$ cat config.mk
export PLATFORM = sky130hd
export DESIGN_NAME = ife_scan_ctrl
export DESIGN_NICKNAME = d
export VERILOG_FILES = /design/src/rtl/ife_scan_ctrl.sv
export SDC_FILE = /design/constraint.sdc
export NUM_CORES = 1
export LEC_CHECK = 0
export ABC_CLOCK_PERIOD_IN_PS = 2800
export BUFFER_PORTS_ARGS = -buffer_cell sky130_fd_sc_hd__clkbuf_2
export CORE_ASPECT_RATIO = 1.1
export CORE_MARGIN = 2
export CORE_UTILIZATION = 55
export DETAILED_ROUTE_END_ITERATION = 12
export HOLD_SLACK_MARGIN = 0.05
export PLACE_DENSITY = 0.82
export SLEW_MARGIN = 10
export SYNTH_ARGS = -nofsm -noshare
export SYNTH_HDL_FRONTEND = slang
export SYNTH_SLANG_ARGS = --single-unit
$ cat constraint.sdc
create_clock -name clk -period 2.8 [get_ports clk]
set_input_delay 0.56 -clock clk [delete_from_list [all_inputs] [get_ports clk]]
set_output_delay 0.56 -clock clk [all_outputs]
set_load 0.01 [all_outputs]
$ cat src/rtl/ife_scan_ctrl.sv
// 3x3 window scan controller: walks a square image in raster order, fetches nine taps per
// pixel, waits for the datapath result and writes it back. Define IFE_ZERO_PAD_EN for zero-padded borders.
module ife_scan_ctrl #(
   parameter int IMG_LOG2 = 7,
   parameter int TAPS     = 9
) (
   input  logic                  clk,
   input  logic                  reset,
   input  logic                  ready,
   output logic                  busy,
   input  logic [1:0]            sel,
   output logic [2*IMG_LOG2-1:0] iaddr,
   input  logic [7:0]            idata,
   output logic                  tap_valid,
   output logic [7:0]            tap_data,
   output logic [3:0]            tap_idx,
   output logic [1:0]            tap_mode,
   input  logic                  res_valid,
   input  logic [7:0]            res_data,
   output logic [2*IMG_LOG2-1:0] addr,
   output logic                  wen,
   output logic [7:0]            data_wr
);
   localparam int                  AW     = 2 * IMG_LOG2;
   localparam logic [IMG_LOG2-1:0] C_ONE  = 1;
   localparam logic [AW-1:0]       P_ONE  = 1;
   localparam logic [3:0]          K_ONE  = 4'd1;
   localparam logic [3:0]          K_LAST = 4'(TAPS - 1);

   typedef enum logic [2:0] {IDLE, FETCH, WAIT_RES, WRITE, FINISH} state_t;

   // {row step, col step}, each 0/1/2 meaning -1/0/+1
   function automatic logic [3:0] tap_rc(input logic [3:0] k);
      case (k)
         4'd0:    tap_rc = 4'b0000;
         4'd1:    tap_rc = 4'b0001;
         4'd2:    tap_rc = 4'b0010;
         4'd3:    tap_rc = 4'b0100;
         4'd4:    tap_rc = 4'b0101;
         4'd5:    tap_rc = 4'b0110;
         4'd6:    tap_rc = 4'b1000;
         4'd7:    tap_rc = 4'b1001;
         default: tap_rc = 4'b1010;
      endcase
   endfunction

   function automatic logic [AW-1:0] tap_addr(input logic [AW-1:0] p, input logic [3:0] k);
      logic [IMG_LOG2-1:0] r, c;
      logic [3:0]          rc;
      r  = p[AW-1:IMG_LOG2];
      c  = p[IMG_LOG2-1:0];
      rc = tap_rc(k);
      if      (rc[3:2] == 2'd0 && r != '0) r = r - C_ONE;
      else if (rc[3:2] == 2'd2 && r != '1) r = r + C_ONE;
      if      (rc[1:0] == 2'd0 && c != '0) c = c - C_ONE;
      else if (rc[1:0] == 2'd2 && c != '1) c = c + C_ONE;
      return {r, c};
   endfunction

`ifdef IFE_ZERO_PAD_EN
   function automatic logic tap_oob(input logic [AW-1:0] p, input logic [3:0] k);
      logic [3:0] rc;
      rc = tap_rc(k);
      return (rc[3:2] == 2'd0 && p[AW-1:IMG_LOG2] == '0) ||
             (rc[3:2] == 2'd2 && p[AW-1:IMG_LOG2] == '1) ||
             (rc[1:0] == 2'd0 && p[IMG_LOG2-1:0] == '0) ||
             (rc[1:0] == 2'd2 && p[IMG_LOG2-1:0] == '1);
   endfunction
`endif

   state_t        state_q, state_d;
   logic [3:0]    k_q, k_d, k_inc;
   logic [AW-1:0] pix_q, pix_d, pix_inc;
   logic          wait1_q, wait1_d;
   logic          busy_q, busy_d;
   logic [AW-1:0] iaddr_q, iaddr_d;
   logic          tap_valid_q, tap_valid_d;
   logic [7:0]    tap_data_q, tap_data_d;
   logic [3:0]    tap_idx_q, tap_idx_d;
   logic [1:0]    tap_mode_q, tap_mode_d;
   logic [AW-1:0] addr_q, addr_d;
   logic          wen_q, wen_d;
   logic [7:0]    data_wr_q, data_wr_d;

   assign k_inc   = k_q + K_ONE;
   assign pix_inc = pix_q + P_ONE;

   // iaddr is registered, so each transition preloads the address of the tap fetched next
   always_comb begin
      state_d     = state_q;
      k_d         = k_q;
      pix_d       = pix_q;
      wait1_d     = wait1_q;
      busy_d      = busy_q;
      iaddr_d     = iaddr_q;
      tap_valid_d = 1'b0;
      tap_data_d  = tap_data_q;
      tap_idx_d   = tap_idx_q;
      tap_mode_d  = tap_mode_q;
      addr_d      = addr_q;
      wen_d       = 1'b0;
      data_wr_d   = data_wr_q;
      case (state_q)
         IDLE: begin
            if (ready) begin
               state_d    = FETCH;
               busy_d     = 1'b1;
               tap_mode_d = sel;
               pix_d      = '0;
               k_d        = '0;
               iaddr_d    = tap_addr('0, 4'd0);
            end
         end
         FETCH: begin
            tap_valid_d = 1'b1;
            tap_idx_d   = k_q;
`ifdef IFE_ZERO_PAD_EN
            tap_data_d  = tap_oob(pix_q, k_q) ? 8'd0 : idata;
`else
            tap_data_d  = idata;
`endif
            if (k_q == K_LAST) begin
               state_d = WAIT_RES;
               wait1_d = 1'b1;
            end else begin
               k_d     = k_inc;
               iaddr_d = tap_addr(pix_q, k_inc);
            end
         end
         WAIT_RES: begin
            // the first WAIT_RES cycle still carries tap 8, so a result there is premature
            wait1_d = 1'b0;
            if (!wait1_q && res_valid) begin
               state_d   = WRITE;
               wen_d     = 1'b1;
               addr_d    = pix_q;
               data_wr_d = res_data;
            end
         end
         WRITE: begin
            if (pix_q == '1) begin
               state_d = FINISH;
            end else begin
               state_d = FETCH;
               pix_d   = pix_inc;
               k_d     = '0;
               iaddr_d = tap_addr(pix_inc, 4'd0);
            end
         end
         default: begin
            state_d = IDLE;
            busy_d  = 1'b0;
         end
      endcase
   end

   always_ff @(posedge clk) begin
      if (reset) begin
         state_q     <= IDLE;
         k_q         <= '0;
         pix_q       <= '0;
         wait1_q     <= 1'b0;
         busy_q      <= 1'b0;
         iaddr_q     <= '0;
         tap_valid_q <= 1'b0;
         tap_data_q  <= '0;
         tap_idx_q   <= '0;
         tap_mode_q  <= '0;
         addr_q      <= '0;
         wen_q       <= 1'b0;
         data_wr_q   <= '0;
      end else begin
         state_q     <= state_d;
         k_q         <= k_d;
         pix_q       <= pix_d;
         wait1_q     <= wait1_d;
         busy_q      <= busy_d;
         iaddr_q     <= iaddr_d;
         tap_valid_q <= tap_valid_d;
         tap_data_q  <= tap_data_d;
         tap_idx_q   <= tap_idx_d;
         tap_mode_q  <= tap_mode_d;
         addr_q      <= addr_d;
         wen_q       <= wen_d;
         data_wr_q   <= data_wr_d;
      end
   end

   assign busy      = busy_q;
   assign iaddr     = iaddr_q;
   assign tap_valid = tap_valid_q;
   assign tap_data  = tap_data_q;
   assign tap_idx   = tap_idx_q;
   assign tap_mode  = tap_mode_q;
   assign addr      = addr_q;
   assign wen       = wen_q;
   assign data_wr   = data_wr_q;

endmodule

==> results of run 1 <==
==> routing by layer <==
| layer | part of all wire | global-route usage | vias to the layer above |
|---|---|---|---|
| met4 | 0.034 | 0.1259 | 0 |
| met5 | 0 | 0 | - |
| li1 | - | - | 2284 |
| met2 | 0.46 | 0.4610 | 263 |
| met1 | 0.42 | 0.3840 | 2221 |
| met3 | 0.087 | 0.05405 | 52 |
==> logic make-up (layout without fill, tap and decap cells) <==
family                     count (synthesis)  after routing
xor gates and xnor gates                  23             23
DFF                                       75             75
adders and majority gates                 13             13
buffers and inverters                     64            125
muxes                                      7              7
and+or+nand+nor                          266            266
AOI/OAI and AO/OA                        163            163
==> worst min-delay path: cells and delay by family <==
kind / cells / cell delay (ns)
and+or+nand+nor: 1 / 0.04
AOI/OAI and AO/OA: 1 / 0.05
buffers and inverters: 1 / 0.08
==> cells in the final DEF, fill, tap and decap left out, types with 10 or more instances in the layout <==
cell,count
xor2_1,12
ha_1,13
nor2_1,60
buf_4,23
dfxtp_1,73
clkbuf_2,74
nand3_1,16
nand2_1,95
and3_1,11
nor3_1,17
clkbuf_8,10
inv_1,11
a21oi_1,68
o21ai_0,19
a211oi_1,10
==> area by class of cell <==
cell class / instances / area [µm²] / share of cell area
inverters: 11 / 41.29 / 0.007734
repair buffers: 98 / 563.0 / 0.1055
flip-flops and latches: 75 / 1504 / 0.2817
clock inverters: 6 / 71.32 / 0.01336
well taps: 111 / 138.9 / 0.02601
clock buffers: 10 / 137.6 / 0.02578
multi-input cells: 472 / 2883 / 0.5400
==> power groups by stage <==
stage	sequential (mW)	clock [mW]	combinational, mW
floorplan	1.14	0	0.129
global placement	1.14	0	0.223
detailed placement	1.14	0	0.228
CTS	1.11	0.908	0.228
global route	1.12	0.955	0.253
finish	1.11	0.912	0.231
==> what timing repair did <==
action | in CTS | in global routing
endpoints found under the setup margin | 0 | 6
hold endpoints to repair | 0 | 0
gates resized for setup | 0 | 4
==> final timing paths <==
path / from / end / slack [ns] / cells past startpoint
hold / removal: idata[3] / tap_data[3] / 0.41 / 3
setup / recovery: k_q[0] / iaddr[2] / 0.21 / 8
hold reg to reg: addr[12] / addr[12] / 0.46 / 2
setup reg to reg: k_q[0] / iaddr[2] / 0.21 / 8
==> sequential cells by signal, indices dropped and copies added (netlist names) <==
signal / cells
addr: 14
iaddr: 14
pix_q: 14
data_wr: 8
tap_data: 8
k_q: 4
tap_idx: 4
state_q: 3
tap_mode: 2
busy: 1
tap_valid: 1
wait1_q: 1
wen: 1
==> impl_metrics.env, run 1 <==
export IMPL_status="complete, no violations"
export IMPL_io_buffers=74
export IMPL_synth_xor_area_frac=0.04898
export IMPL_async_reset_ff_frac=0
export IMPL_hold_ws_ns=0.4053
export IMPL_final_setup_tns_ns=0
export IMPL_grt_pass1_wl_um=21490
export IMPL_fin_area_um2=5339
export IMPL_die_x_um=91.67
export IMPL_fin_total_pwr_mw=2.257
export IMPL_synth_seq_cells=75
export IMPL_io_pin_count=75
export IMPL_antenna_found_initial=0
export IMPL_floorplan_initialDensity=0.5618
export IMPL_fin_nets=702
export IMPL_grt_total_usage=0.2894
export IMPL_vias_per_cell=6.156
export IMPL_drc=0
export IMPL_die_h_um=100.4
export IMPL_drv_slew=0
export IMPL_hp_class="input pin to flip-flop"
export IMPL_p_comb_frac=0.103
export IMPL_layout_drive_gt1_share=0.2054
export IMPL_p_int_mw=1.626
export IMPL_final_cells=783
export IMPL_yosys_area_share_simple=0.2874
export IMPL_cts_tree="yes"
export IMPL_placed_area_um2=5116
export IMPL_clock_skew_ns=0.01276
export IMPL_antenna_cells=0
export IMPL_cp_max_fo=10
export IMPL_coreArea_um2=8277
export IMPL_synth_warnings=0
export IMPL_end_kind="flip-flop"
export IMPL_grt_max_degree=48
export IMPL_period_share=0.9242
export IMPL_synth_fp_nets=646
export IMPL_cts_hold_buf=0
export IMPL_critPathKind="flip-flop to flip-flop"
export IMPL_max_freq_mhz=386.4
export IMPL_worst_pin_slew_ns=0.7596
export IMPL_ant_nets=0
export IMPL_synthFlopType="dfxtp_1"
export IMPL_num_vias=4820
export IMPL_clk_pin_slew_ns=0.09
export IMPL_fin_ws_ns=0.2123
export IMPL_wl_per_cell_um=16.65
export IMPL_fill_cells=729
export IMPL_crit_path_top_delay_cell="dfxtp_1"
export IMPL_power_leakage_nw=2.101
export IMPL_post_place_cells=767
export IMPL_hpwl_um=9224
export IMPL_cts_path_max_buffers=2
export IMPL_root_buffer="clkbuf_8"
export IMPL_yosysMostFrequentCell="nand2_1"
export IMPL_final_core_util=0.6450
export IMPL_pwr_share_seq=0.493
export IMPL_synthTopCellsByArea="dfxtp_1, nand2_1, a21oi_1, nor2_1, ha_1"
export IMPL_synth_top_family_by_area="simple AND/OR/NAND/NOR gates"
export IMPL_critPathArrivalTime_ns=2.88
export IMPL_clock_sinks=75
export IMPL_final_hold_viol_count=0
export IMPL_die_area_um2=9206
export IMPL_overflow=0
export IMPL_synth_cell_types=73
export IMPL_vdd_drop_max_mv=0.3164
export IMPL_maxSlewHeadroom=0.4936
export IMPL_rows=35
export IMPL_synth_area_per_cell_um2=7.610
export IMPL_fin_crit_ns=2.588
export IMPL_start_kind="flip-flop"
export IMPL_swShare=0.2796
export IMPL_synth_compound_area_frac=0.2298
export IMPL_first_pass_iters=6
export IMPL_cp_cell_sequence="inv_1 > ha_1 > xor2_1 > nor3b_1 > o31ai_2 > a21boi_0 > o221ai_1 > a211oi_1"
export IMPL_slowest_delay_ns=0.53
export IMPL_htree_levels=3
export IMPL_area_growth_pct=14.83
export IMPL_cts_inserted_buffers=9
export IMPL_critPathTopFamily="compound AO/OA/AOI/OAI gates"
export IMPL_power_share_clock=0.404
export IMPL_maxCapViolCount=0
export IMPL_rsz0062_at_grt="false"
export IMPL_yosys_area_share_adder=0.03498
export IMPL_pre_cts_ws_ns=0.1979
export IMPL_dr_first_iter_drc_count=564
export IMPL_synth_edf_count=0
export IMPL_synthCells=611
export IMPL_p_sw_uw=631.0
export IMPL_wirelength_um=13040
export IMPL_cts_setup_buffers=0
export IMPL_yosys_top_cells_count="nand2_1, dfxtp_1, a21oi_1, nor2_1, clkbuf_1"
export IMPL_synth_area_leader_cell="dfxtp_1"
export IMPL_seq_area_frac_synth=0.3229
export IMPL_clk_latency_ns=0.37
export IMPL_crit_buf_inv=1
export IMPL_gp_congestion=1.066
export IMPL_yosysTopAreaCellShare=0.3229
export IMPL_setup_violations_final=0
export IMPL_powerDensity_nw_per_um2=422.8
export IMPL_crit_required_ns=3.09
export IMPL_syn_area_um2=4649
export IMPL_synthMuxAreaShare=0.01534
export IMPL_grt_pass1_vias=4379
Power figures use the tool's default switching activity.
==> run 2, diff against run 1 <==
--- a/config.mk
+++ b/config.mk
@@ -10,6 +10,7 @@
 export CORE_ASPECT_RATIO = 1.1
 export CORE_MARGIN = 2
 export CORE_UTILIZATION = 55
+export CTS_BUF_LIST = sky130_fd_sc_hd__clkbuf_4
 export DETAILED_ROUTE_END_ITERATION = 12
 export HOLD_SLACK_MARGIN = 0.05
 export PLACE_DENSITY = 0.82
@@ -17,3 +18,4 @@
 export SYNTH_ARGS = -nofsm -noshare
 export SYNTH_HDL_FRONTEND = slang
 export SYNTH_SLANG_ARGS = --single-unit
+export TNS_END_PERCENT = 5
==> run 2 against run 1 <==
Effect of this change:
- final cell count stayed put
- core utilization is 0.80 points lower
- clock-buffer cell count is 1 lower
- sequential power hardly changed
- fmax is 1.0% lower
- critical path depth is 1 lower
- final area is 1.2% lower
- via count is 0.46% higher
- sequential share of layout area is 0.35 points higher
- clock skew is 0.0052 ns higher
- largest cell class unchanged
==> impl_metrics.env, run 2 (synthesized netlist as in run 1, its figures left out) <==
export IMPL_status="complete, no violations"
export IMPL_final_common_cell="nand2_1"
export IMPL_dr_first_iter_drc_count=685
export IMPL_setup_violations_final=0
export IMPL_r2r_end="iaddr[9]"
export IMPL_rsz0062_at_grt="false"
export IMPL_powerDensity_nw_per_um2=393.4
export IMPL_wl_per_cell_um=16.68
export IMPL_vdd_drop_max_mv=0.3079
export IMPL_final_setup_tns_ns=0
export IMPL_cts_inserted_buffers=9
export IMPL_crit_required_ns=3.13
export IMPL_root_buffer="clkbuf_4"
export IMPL_floorplan_initialDensity=0.5618
export IMPL_overflow=0
export IMPL_max_freq_mhz=382.5
export IMPL_layout_common_cells="nand2_1, clkbuf_2, dfxtp_1, a21oi_1, nor2_1"
export IMPL_wirelength_um=13060
export IMPL_grt_pass1_wl_um=21450
export IMPL_clock_sinks=75
export IMPL_antenna_cells=0
export IMPL_layout_drive_gt1_share=0.2039
export IMPL_holdPathEnd="tap_data[7]"
export IMPL_clk_latency_ns=0.46
export IMPL_ant_nets=0
export IMPL_coreArea_um2=8277
export IMPL_rows=35
export IMPL_post_place_cells=767
export IMPL_die_area_um2=9206
export IMPL_first_pass_iters=8
export IMPL_antenna_found_initial=0
export IMPL_holdPathStages=3
export IMPL_fill_cells=735
export IMPL_cts_hold_buf=0
export IMPL_io_buffers=74
export IMPL_clk_pin_slew_ns=0.15
export IMPL_fin_area_um2=5273
export IMPL_cts_tree="yes"
export IMPL_io_pin_count=75
export IMPL_power_leakage_nw=2.072
export IMPL_grt_pass1_vias=4371
export IMPL_drc=0
export IMPL_final_hold_viol_count=0
export IMPL_ff2ff_path_depth=7
export IMPL_grt_max_degree=48
export IMPL_critPathArrivalTime_ns=2.94
export IMPL_cts_path_max_buffers=2
export IMPL_drv_slew=0
export IMPL_worst_pin_slew_ns=0.7685
export IMPL_hpwl_um=9224
export IMPL_start_kind="flip-flop"
export IMPL_clock_skew_ns=0.01792
export IMPL_die_h_um=100.4
export IMPL_htree_levels=3
export IMPL_hp_class="input pin to flip-flop"
export IMPL_area_growth_pct=13.40
export IMPL_placed_area_um2=5116
export IMPL_maxSlewHeadroom=0.4877
export IMPL_die_x_um=91.67
export IMPL_end_kind="flip-flop"
export IMPL_maxCapViolCount=0
export IMPL_fin_crit_ns=2.615
export IMPL_num_vias=4842
export IMPL_cp_max_fo=14
export IMPL_gp_congestion=1.066
export IMPL_hold_start="idata[7]"
export IMPL_reg2reg_from="pix_q[7]"
export IMPL_fin_nets=702
export IMPL_final_cells=783
export IMPL_grt_total_usage=0.2894
export IMPL_period_share=0.9338
export IMPL_ff2ff_setup_slack_ns=0.19
export IMPL_vias_per_cell=6.184
export IMPL_critPathKind="flip-flop to flip-flop"
[run 2: worst max-delay path, stage by stage (launching register included)]
cell	delay (ns)
dfxtp_1	0.62
ha_1	0.32
and4_1	0.26
nand4_1	0.19
a211oi_4	0.37
a41oi_1	0.28
a221oi_1	0.32
o22ai_1	0.12
[run 2: layer usage]
| metal | track usage | routed length [µm] |
|---|---|---|
| met1 | 0.3835 | 5458 |
| met2 | 0.4627 | 5981 |
| met4 | 0.1200 | 367 |
| met3 | 0.05631 | 1257 |
| met5 | 0 | 0 |
[run 2: power by group]
group	leakage, nW	total (mW)	switching (mW)	internal [mW]
sequential	0.609	1.11	0.0198	1.10
combinational	1.39	0.232	0.144	0.0885
clock	0.0706	0.727	0.451	0.277
total	2.07	2.07	0.614	1.46
[run 2: layout make-up]
| type | count | area (µm²) | area share |
|---|---|---|---|
| Clock buffer | 9 | 67.56 | 0.01281 |
| Sequential cell | 75 | 1504 | 0.2852 |
| Inverter | 11 | 41.29 | 0.007831 |
| Tap cell | 111 | 138.9 | 0.02634 |
| Clock inverter | 7 | 75.07 | 0.01424 |
| Multi-Input combinational cell | 472 | 2883 | 0.5467 |
| Timing Repair Buffer | 98 | 563.0 | 0.1068 |
[run 2: how the worst max path moves through the flow]
stage / start / to / slack (ns) / depth (start not counted)
finish: pix_q[7] / iaddr[9] / 0.19 / 7
global route: pix_q[7] / iaddr[9] / 0.00001 / 7
CTS: pix_q[6] / iaddr[8] / 0.17 / 7
detailed placement: pix_q[6] / iaddr[8] / 0.20 / 7
global placement: pix_q[6] / iaddr[9] / 0.25 / 7
floorplan: pix_q[0] / iaddr[3] / 0.45 / 9
[run 2: what timing repair did]
| item | CTS | global route |
|---|---|---|
| endpoints found under the hold margin | 0 | 0 |
| endpoints found under the setup margin | 0 | 6 |
| resized for setup | 0 | 4 |
| buffers inserted | 0 | 0 |
[run 2: through the flow]
step | setup WS (ns) | hold WS, ns | utilization | power, mW
finish | 0.1854 | 0.3092 | 0.6370 | 2.074
global route | 0.00001199 | 0.2894 | 0.6370 | 2.138
CTS | 0.1704 | 0.3037 | 0.6354 | 2.060
detailed placement | 0.1979 | 0.4467 | 0.6181 | 1.366
global placement | 0.2539 | 0.4415 | 0.6181 | 1.360
floorplan | 0.4460 | 0.4805 | - | 1.274
